**src/rtl/pace_pingpong_inp_pkg.sv**
```systemverilog
// Shared PACE typedefs: ping-pong input splitter state and byte-strobe granularity.
package pace_pingpong_inp_pkg;

    localparam int unsigned PaceBitsPerStrb = 8;

    typedef enum logic [1:0] {
        EMPTY = 2'd0,
        LO    = 2'd1,
        HI    = 2'd2
    } pace_pp_state_e;

    function automatic logic pace_pp_is_hi(input pace_pp_state_e s);
        return s == HI;
    endfunction

endpackage

```
**src/rtl/pace_pingpong_inp_if.sv**
```systemverilog
// Valid/ready stream carrying a data word plus byte strobes.
interface hwpe_stream_intf_stream #(
    parameter int unsigned DATA_WIDTH = 32
);
    localparam int unsigned STRB_WIDTH = DATA_WIDTH / 8;

    logic                  valid;
    logic                  ready;
    logic [DATA_WIDTH-1:0] data;
    logic [STRB_WIDTH-1:0] strb;

    modport source (output valid, data, strb, input ready);
    modport sink   (input valid, data, strb, output ready);
    modport master (output valid, data, strb, input ready);
    modport slave  (input valid, data, strb, output ready);
endinterface

```
**src/rtl/pace_pingpong_inp.sv**
```systemverilog
// Splits each wide memory beat into two engine half-beats (low then high),
// skipping the high half when its strobes are all clear.
module pace_pingpong_inp
    import pace_pingpong_inp_pkg::*;
#(
    parameter int unsigned NumRows   = 8,
    parameter int unsigned DataWidth = 16
) (
    input  logic                                clk_i,
    input  logic                                rst_ni,
    input  logic                                clear_i,
    input  logic                                enable_i,
    hwpe_stream_intf_stream.sink                input_i,
    output logic [NumRows-1:0][DataWidth-1:0]   data_o,
    output logic                                valid_o,
    input  logic                                ready_i,
    output logic                                half_o
);

    localparam int unsigned HalfW     = NumRows * DataWidth;
    localparam int unsigned BeatW     = 2 * HalfW;
    localparam int unsigned StrbW     = BeatW / PaceBitsPerStrb;
    localparam int unsigned HalfStrbW = StrbW / 2;

    pace_pp_state_e   state_q, state_d;
    logic [BeatW-1:0] beat_q;
    logic [StrbW-1:0] strb_q;

    logic in_ready, in_hs, out_hs, hi_live;

    assign valid_o  = enable_i & (state_q != EMPTY);
    assign out_hs   = valid_o & ready_i;
    // New beat only lands while the buffer is free or its last half is leaving now.
    assign in_ready = enable_i & ~clear_i &
                      ((state_q == EMPTY) | ((state_q == HI) & out_hs));
    assign in_hs    = input_i.valid & in_ready;
    assign input_i.ready = in_ready;

    // Low-half strobes never suppress output; only the high half is qualified.
    assign hi_live = |strb_q[StrbW-1:HalfStrbW];

    logic unused_lo_strb;
    assign unused_lo_strb = ^strb_q[HalfStrbW-1:0];

    always_comb begin
        state_d = state_q;
        unique case (state_q)
            EMPTY:   if (in_hs)  state_d = LO;
            LO:      if (out_hs) state_d = hi_live ? HI : EMPTY;
            HI:      if (out_hs) state_d = in_hs ? LO : EMPTY;
            default: state_d = EMPTY;
        endcase
        if (clear_i) state_d = EMPTY;
    end

    always_ff @(posedge clk_i or negedge rst_ni) begin
        if (!rst_ni) begin
            state_q <= EMPTY;
        end else begin
            state_q <= state_d;
        end
    end

    always_ff @(posedge clk_i or negedge rst_ni) begin
        if (!rst_ni) begin
            beat_q <= '0;
            strb_q <= '0;
        end else if (clear_i) begin
            beat_q <= '0;
            strb_q <= '0;
        end else if (in_hs) begin
            beat_q <= input_i.data;
            strb_q <= input_i.strb;
        end
    end

    // Output is a pure mux of registers, so no input-to-output data path exists.
    assign half_o = pace_pp_is_hi(state_q);
    assign data_o = half_o ? beat_q[BeatW-1:HalfW] : beat_q[HalfW-1:0];

endmodule

```
**src/flat_wrapper.sv**
```systemverilog
// flat-port wrapper written by rule: the top's interface ports become plain ports
module pace_pingpong_inp_flat import pace_pingpong_inp_pkg::*;
#(
    parameter int unsigned NumRows   = 8,
    parameter int unsigned DataWidth = 16
)
  (clk_i, rst_ni, clear_i, enable_i, data_o, valid_o, ready_i, half_o, input_i_valid, input_i_data, input_i_strb, input_i_ready);
  hwpe_stream_intf_stream #(.DATA_WIDTH((2 * ((8) * (16))))) input_i_i ();
  input  logic clk_i;
  input  logic rst_ni;
  input  logic clear_i;
  input  logic enable_i;
  output logic [NumRows-1:0][DataWidth-1:0] data_o;
  output logic valid_o;
  input  logic ready_i;
  output logic half_o;
  input wire logic [$bits(input_i_i.valid)-1:0] input_i_valid;
  input wire logic [$bits(input_i_i.data)-1:0] input_i_data;
  input wire logic [$bits(input_i_i.strb)-1:0] input_i_strb;
  output wire logic [$bits(input_i_i.ready)-1:0] input_i_ready;
  assign input_i_i.valid = input_i_valid;
  assign input_i_i.data = input_i_data;
  assign input_i_i.strb = input_i_strb;
  assign input_i_ready = input_i_i.ready;
  pace_pingpong_inp #(.NumRows(NumRows), .DataWidth(DataWidth)) u_core (.clk_i(clk_i), .rst_ni(rst_ni), .clear_i(clear_i), .enable_i(enable_i), .input_i(input_i_i), .data_o(data_o), .valid_o(valid_o), .ready_i(ready_i), .half_o(half_o));
endmodule
```
**config.mk**
```make
export PLATFORM = sky130hd
export DESIGN_NAME = pace_pingpong_inp_flat
export DESIGN_NICKNAME = d
export VERILOG_FILES = /design/src/rtl/pace_pingpong_inp_pkg.sv /design/src/rtl/pace_pingpong_inp_if.sv /design/src/rtl/pace_pingpong_inp.sv /design/src/flat_wrapper.sv
export SDC_FILE = /design/constraint.sdc
export NUM_CORES = 1
export LEC_CHECK = 0
export CORE_ASPECT_RATIO = 1.1
export CORE_MARGIN = 3
export CORE_UTILIZATION = 30
export DETAILED_ROUTE_END_ITERATION = 12
export PLACE_DENSITY = 0.63
export SYNTH_ARGS = -nofsm -noshare
export SYNTH_HDL_FRONTEND = slang
export SYNTH_SLANG_ARGS = --single-unit
```
**constraint.sdc**
```tcl
create_clock -name clk_i -period 2 [get_ports clk_i]
set_clock_uncertainty 0.2 [all_clocks]
set_input_delay 0.2 -clock clk_i [delete_from_list [all_inputs] [get_ports clk_i]]
set_output_delay 0.2 -clock clk_i [all_outputs]
set_load 0.005 [all_outputs]
```
==> flow_summary.json, run 1 <==
{
  "synth-main-ff-cell": "sky130_fd_sc_hd__dfrtp_1",
  "synth.top_cells.by_area": "sky130_fd_sc_hd__dfrtp_1 (49%), sky130_fd_sc_hd__mux2_2 (26%), sky130_fd_sc_hd__nor2b_1 (12%)",
  "hold_path.class": "in -> reg",
  "maxSlewHeadroom_pct": 65.42,
  "highest-signal-layer": "met5",
  "area_growth_syn_to_layout_pct": 64.29,
  "routed_wirelength_um": 46420,
  "cp_common_cell": "sky130_fd_sc_hd__buf_6",
  "critical_path_required_ns": 1.60,
  "violations": "negative setup slack",
  "grt_first_pass_wirelength_um": 64070,
  "synth_area_per_cell_um2": 13.40,
  "worst_hold_launch": "input_i_data[121]",
  "startpoint_class_of_the_critical_path": "flip-flop",
  "worstReg2RegStart": "u_core.state_q[1]",
  "finalSetupViolCount": 349,
  "fmax_ghz": 0.3832,
  "ys_types": 21,
  "drcViolationCount": 0,
  "seq_power_share_pct": 40.6,
  "sequential_element_share_of_the_synthesized_area_pct": 49.26,
  "clock_insertion_delay_worst_skew_ns": 0.57,
  "fp.dieW_um": 211.4,
  "power.internal_mw": 11.46,
  "route.detailed.wl_per_inst_um": 21.00,
  "tritoncts.num_buffers": 31,
  "period_minus_slack_ns": 2.610,
  "place.detailed.instances": 2024,
  "tritoncts": "built",
  "clock_root_buffer": "sky130_fd_sc_hd__clkbuf_16",
  "power-per-cell-area_mw_per_mm2": 648.5,
  "gp_routability_congestion": 0.7782,
  "worstSetupStartpoint": "u_core.state_q[0]",
  "cellLeakagePower_nw": 11.32,
  "number_of_antenna_violations_at_the_first_check_in_global_routing": 4,
  "tightest_slew_ns": 0.5188,
  "clockBufferDepth": 3,
  "drt_pass1_iterations": 4,
  "synthesis.instances": 1039,
  "yosys.cell_count.top_type": "sky130_fd_sc_hd__mux2_2",
  "start_util_pct": 30.49,
  "wl_met2_um": 23650,
  "final.setup.tns_ns": -79.11,
  "timing.final.ws_setup_ns": -0.6096,
  "fraction_of_final_layout_cells_with_drive_strength_greater_than_1_pct": 46.98,
  "ys_ff_latch": 274,
  "io-pin-count": 425,
  "slew_violations": 0,
  "switching_share_pct": 22.72,
  "run_status": "finished with violations",
  "worstPathArrival_ns": 2.21,
  "clock_share_of_power_pct": 42.0,
  "cell_taking_the_most_area_after_synthesis": "sky130_fd_sc_hd__dfrtp_1",
  "yosys_warnings": 0,
  "tritoncts_num_sinks": 274,
  "synth_fp_nets": 1333,
  "cp_cell_sequence": "nor2_4, buf_12, buf_8, clkbuf_16, buf_6, mux2_4, buf_6",
  "cp_max_fo": 8,
  "wl_met1_um": 19390,
  "comb_power_share_pct": 17.5,
  "drt_via_density": 4.588,
  "clk_pin_slew_worst_setup_hold_paths_ns": 0.06,
  "ir_drop_mv": 0.5711,
  "max_stage_delay_ns": 0.41,
  "synth_top_cells_by_count": "sky130_fd_sc_hd__mux2_2 (320), sky130_fd_sc_hd__dfrtp_1 (274), sky130_fd_sc_hd__nor2b_1 (272)",
  "syn-cell-area_mm2": 0.01392,
  "timing.final.crit_share_pct": 130.5,
  "cell_type_of_the_slowest_stage_on_the_worst_timing_path": "sky130_fd_sc_hd__dfrtp_1",
  "die_height_um": 231.9,
  "synthArstFlopShare_pct": 100.0,
  "report.final.hold_viol_count": 0,
  "synth_top_area_share_pct": 49.26,
  "fp-row-count": 82,
  "dp_hpwl_um": 28800,
  "net-switching-power_mw": 3.370,
  "cts_max_level": 1,
  "track_usage_pct": 16.63,
  "drtAntennaViolNets": 0,
  "setup.worst_path.class": "reg -> out",
  "vias": 10140,
  "numPortBuffers": 408,
  "crit_path_end_kind": "output port",
  "layoutNonFillerInstCount": 2211,
  "met3RoutedLength_um": 2394,
  "maxCapViolCount": 0,
  "rsz_0062_raised_after_global_routing": "yes",
  "fp.dieArea_mm2": 0.04902,
  "synth_enable_flop_cells": 0,
  "grt_start_max_net_pins": 111,
  "vias_in_the_first_global_route": 10840,
  "placeableCoreArea_mm2": 0.04566,
  "globalRoute.totalOverflow": 0,
  "finalNetCount": 1891,
  "drt_iter0_drc": 436
}
final cells by class:
type	count	area [um2]
fillers	3908	22790
multi-input cells	689	7397
flip-flops and latches	274	6857
repair buffers	599	6735
clock buffers	46	952.2
well taps	588	735.7
clock inverters	10	175.2
inverters	2	7.507
diodes	3	7.507
power by group through the flow:
stage               registers (mW)  logic [mW]  clock network [mW]
floorplan                     6.03       0.928                   0
global placement              6.09        2.14                   0
detailed placement            6.09        2.16                   0
CTS                           6.00        2.27                6.43
global route                  6.04        2.76                6.64
finish                        6.01        2.59                6.23
cell usage in the layout, fill, tap and decap left out, drive strengths merged:
cell	count
buf	224
dlymetal6s2s	8
o2111ai	2
a32o	1
nor3	1
o21a	1
dlygate4sd2	6
o21ai	1
a21oi	1
nor2b	272
nand3	1
diode	3
dlygate4sd3	8
mux2	400
inv	2
nand2	1
bufinv	5
dfrtp	274
clkdlybuf4s15	1
nand4	1
nor2	2
clkinv	5
clkbuf	123
nor4	5
clkdlybuf4s50	275
through the flow:
step	total power, mW	hold slack, ns	instance area (um2)	utilization (%)	worst slack [ns]
2_1_floorplan	6.955	-0.2956	13920	-	0.2153
3_3_place_gp	8.227	-0.04476	19050	41.73	-0.1920
3_5_place_dp	8.248	-0.04496	19050	41.73	-0.2131
4_1_cts	14.70	0.001684	21040	46.09	-0.8194
5_1_grt	15.45	0.01165	22870	50.09	-0.6903
6_report	14.83	0.04054	22870	50.09	-0.6096
cell families after synthesis:
| kind of cell | Yosys count | synth area share (%) |
|---|---|---|
| AOI/OAI and AO/OA | 6 | 0.3236 |
| muxes | 400 | 34.52 |
| DFF | 274 | 49.26 |
| buffers and inverters | 76 | 3.245 |
| and+or+nand+nor | 283 | 12.65 |
layer usage:
metal	GRT usage, %	vias up
li1	-	4664
met1	19.98	5153
met2	30.05	264
met3	3.540	60
met4	4.584	2
met5	0	-
flip-flops by register name, indices dropped and copies added (netlist names):
signal	flops
u_core.state_q	2
u_core.strb_q	16
u_core.beat_q	256
what timing repair did:
| action | in CTS | in global routing |
|---|---|---|
| setup endpoints to repair | 373 | 403 |
| pin swaps | 4 | 5 |
| gates cloned | 8 | 30 |
| hold endpoints to repair | 271 | 0 |
| resized for setup | 346 | 457 |
| setup buffers | 37 | 57 |
| hold buffers | 8 | 0 |
critical path: cells and delay by family, from the launching register on:
kind	cells	cell delay, ns
buffers and inverters	5	0.71
flip-flops	1	0.41
multiplexers	1	0.29
AND/OR/NAND/NOR	1	0.21
final timing paths:
path | to | slack [ns] | cells past startpoint
max | data_o[74] | -0.61 | 7
min | u_core.beat_q[121] | 0.04 | 2
max reg2reg | u_core.beat_q[7] | -0.14 | 9
min reg2reg | u_core.beat_q[6] | 0.42 | 2
max in group asynchronous | u_core.beat_q[227] | 0.30 | 5
min in group asynchronous | u_core.beat_q[24] | 0.49 | 3
Note: power is estimated with default switching activity, not from simulation.
==> run 2, diff against run 1 <==
ABC_CLOCK_PERIOD_IN_PS = 2000   (was not set)
==> results of run 2 <==
No change in the layout: final DEF, timing and power equal those of run 1.
==> run 3, diff against run 2 <==
HOLD_SLACK_MARGIN = 0.06   (was not set)
==> flow_summary.json, run 3 (synthesis gave the netlist of run 1 again) <==
{
  "run_status": "finished with violations",
  "violations": "negative setup slack",
  "startpoint_class_of_the_critical_path": "flip-flop",
  "timing.final.ws_setup_ns": -0.6233,
  "worstSetupStartpoint": "u_core.state_q[0]",
  "clk_pin_slew_worst_setup_hold_paths_ns": 0.06,
  "period_minus_slack_ns": 2.623,
  "drcViolationCount": 0,
  "most-common-layout-cells": "sky130_fd_sc_hd__clkdlybuf4s50_1 (275), sky130_fd_sc_hd__dfrtp_1 (274), sky130_fd_sc_hd__nor2b_1 (272), sky130_fd_sc_hd__mux2_4 (263), sky130_fd_sc_hd__dlygate4sd3_1 (258)",
  "number_of_antenna_violations_at_the_first_check_in_global_routing": 2,
  "register_bank_with_the_most_flops": "u_core.beat_q",
  "tightest_slew_ns": 0.5270,
  "filler_cell_count": 3588,
  "tritoncts": "built",
  "track_usage_pct": 17.70,
  "cp_top_family": "buffers and inverters",
  "cell_type_of_the_slowest_stage_on_the_worst_timing_path": "sky130_fd_sc_hd__dfrtp_1",
  "gr-max-usage-layer": "met2",
  "fraction_of_final_layout_cells_with_drive_strength_greater_than_1_pct": 40.68,
  "worstPathArrival_ns": 2.22,
  "rsz_0062_raised_after_global_routing": "yes",
  "dp_hpwl_um": 28800,
  "area_growth_syn_to_layout_pct": 81.76,
  "die_height_um": 231.9,
  "layout_top_registers": "u_core.beat_q x256, u_core.strb_q x16, u_core.state_q x2",
  "worstReg2RegStart": "u_core.state_q[1]",
  "grt_util_met3_pct": 3.081,
  "place_ws_ns": -0.2131,
  "grt_util_met1_pct": 21.39,
  "largest_register_ff_count": 256,
  "routed_wirelength_um": 49300,
  "drt_pass1_iterations": 4,
  "vias_in_the_first_global_route": 12230,
  "route.detailed.wl_per_inst_um": 20.07,
  "start_util_pct": 30.49,
  "worst_hold_launch": "input_i_data[124]",
  "placeableCoreArea_mm2": 0.04566,
  "clockBufferDepth": 3,
  "grt_start_max_net_pins": 111,
  "layoutNonFillerInstCount": 2457,
  "grt_first_pass_wirelength_um": 69310,
  "ir_drop_mv": 0.5885,
  "timing.final.crit_share_pct": 131.2,
  "cp_common_cell": "sky130_fd_sc_hd__buf_6",
  "numPortBuffers": 408,
  "vias": 11220,
  "gp_routability_congestion": 0.7782,
  "clock_insertion_delay_worst_skew_ns": 0.57,
  "cp_max_fo": 8,
  "power-per-cell-area_mw_per_mm2": 603.9,
  "setup.worst_path.class": "reg -> out",
  "cp_cell_sequence": "nor2_4, buf_12, buf_8, clkbuf_16, buf_6, mux2_4, buf_6",
  "cts_max_level": 1,
  "hold_path.class": "in -> reg",
  "globalRoute.totalOverflow": 0,
  "tritoncts_num_sinks": 274,
  "maxCapViolCount": 0,
  "drt_via_density": 4.565,
  "maxSlewHeadroom_pct": 64.87,
  "finalNetCount": 2137,
  "max_stage_delay_ns": 0.41,
  "critical_path_required_ns": 1.60,
  "cellLeakagePower_nw": 12.28,
  "slew_violations": 0,
  "place.detailed.instances": 2024,
  "clock_root_buffer": "sky130_fd_sc_hd__clkbuf_16",
  "crit_path_end_kind": "output port",
  "drt_iter0_drc": 403,
  "commonest_non_fill_non_tap_cell_in_the_layout": "sky130_fd_sc_hd__clkdlybuf4s50_1",
  "tritoncts.num_buffers": 31,
  "fp.dieW_um": 211.4,
  "fmax_ghz": 0.3812,
  "fp.dieArea_mm2": 0.04902,
  "fp-row-count": 82,
  "globalRouteMet2Util_pct": 32.09,
  "io-pin-count": 425,
  "finalSetupViolCount": 357,
  "cp.buffers_inverters": 5,
  "drtAntennaViolNets": 0,
  "report.final.hold_viol_count": 0
}
## run 3: cell count changes in the layout (fill, tap and decap cells not counted)
cell / before / now
sky130_fd_sc_hd__dlygate4sd3_1: 8 / 258
sky130_fd_sc_hd__mux2_2: 123 / 137
sky130_fd_sc_hd__mux2_4: 277 / 263
sky130_fd_sc_hd__buf_4: 47 / 41
sky130_fd_sc_hd__buf_12: 30 / 26
sky130_fd_sc_hd__buf_6: 107 / 111
sky130_fd_sc_hd__buf_16: 14 / 16
sky130_fd_sc_hd__dlymetal6s2s_1: 8 / 6
sky130_fd_sc_hd__clkbuf_16: 55 / 56
sky130_fd_sc_hd__clkbuf_2: 52 / 53
sky130_fd_sc_hd__clkdlybuf4s15_1: 0 / 1
sky130_fd_sc_hd__dlygate4sd2_1: 6 / 5
## run 3: what timing repair did
action | CTS | global route
hold buffers | 256 | 2
hold endpoints to repair | 529 | 2
buffers inserted | 37 | 53
resized for setup | 346 | 452
cloned | 8 | 31
pin swaps | 4 | 5
endpoints found under the setup margin | 373 | 403
## run 3: final timing paths
check / endpoint / slack (ns) / depth (start not counted)
worst max-delay path: data_o[75] / -0.62 / 7
worst min-delay path: u_core.beat_q[124] / 0.09 / 2
worst max register to register: u_core.beat_q[49] / -0.18 / 8
worst min register to register: u_core.strb_q[17] / 0.42 / 2
max in group asynchronous: u_core.beat_q[227] / 0.30 / 5
min in group asynchronous: u_core.beat_q[158] / 0.50 / 3
## run 3: worst reg2reg max path: stages, from the launching register on
cell and delay, ns:
sky130_fd_sc_hd__dfrtp_1 0.37, sky130_fd_sc_hd__inv_2 0.07, sky130_fd_sc_hd__buf_6 0.13, sky130_fd_sc_hd__o2111ai_4 0.23, sky130_fd_sc_hd__buf_12 0.16, sky130_fd_sc_hd__buf_16 0.16, sky130_fd_sc_hd__clkbuf_16 0.21, sky130_fd_sc_hd__clkbuf_16 0.18
sky130_fd_sc_hd__mux2_2 0.34
## run 3: report_power, final
| part | switching [mW] | internal, mW |
|---|---|---|
| sequential | 0.173 | 5.85 |
| combinational | 0.997 | 2.03 |
| clock | 2.33 | 3.90 |
## run 3: final cells by class
type / instances / area (um2) / share of cell area, %
diodes: 3 / 7.507 / 0.02968
clock buffers: 46 / 952.2 / 3.764
clock inverters: 10 / 175.2 / 0.6924
inverters: 2 / 7.507 / 0.02968
multi-input cells: 689 / 7345 / 29.03
flip-flops and latches: 274 / 6857 / 27.10
well taps: 588 / 735.7 / 2.908
repair buffers: 845 / 9219 / 36.44
## run 3: per-stage QoR
step	setup TNS, ns	util [%]	hold slack [ns]	cell area [um2]	power (mW)
5_1_grt	-107.86	55.40	0.05515	25300	15.90
6_report	-82.72	55.41	0.08724	25300	15.28
4_1_cts	-126.28	51.53	0.06043	23530	15.12
3_3_place_gp	-46.52	41.73	-0.04476	19050	8.227
2_1_floorplan	0	-	-0.2956	13920	6.955
3_5_place_dp	-59.87	41.73	-0.04496	19050	8.248
## run 3: per-layer routing
metal / routed length [um] / vias to the layer above
li1: - / 5156
met2: 25390 / 318
met1: 20240 / 5656
met4: 1347 / 0
met5: 0 / -
met3: 2315 / 87
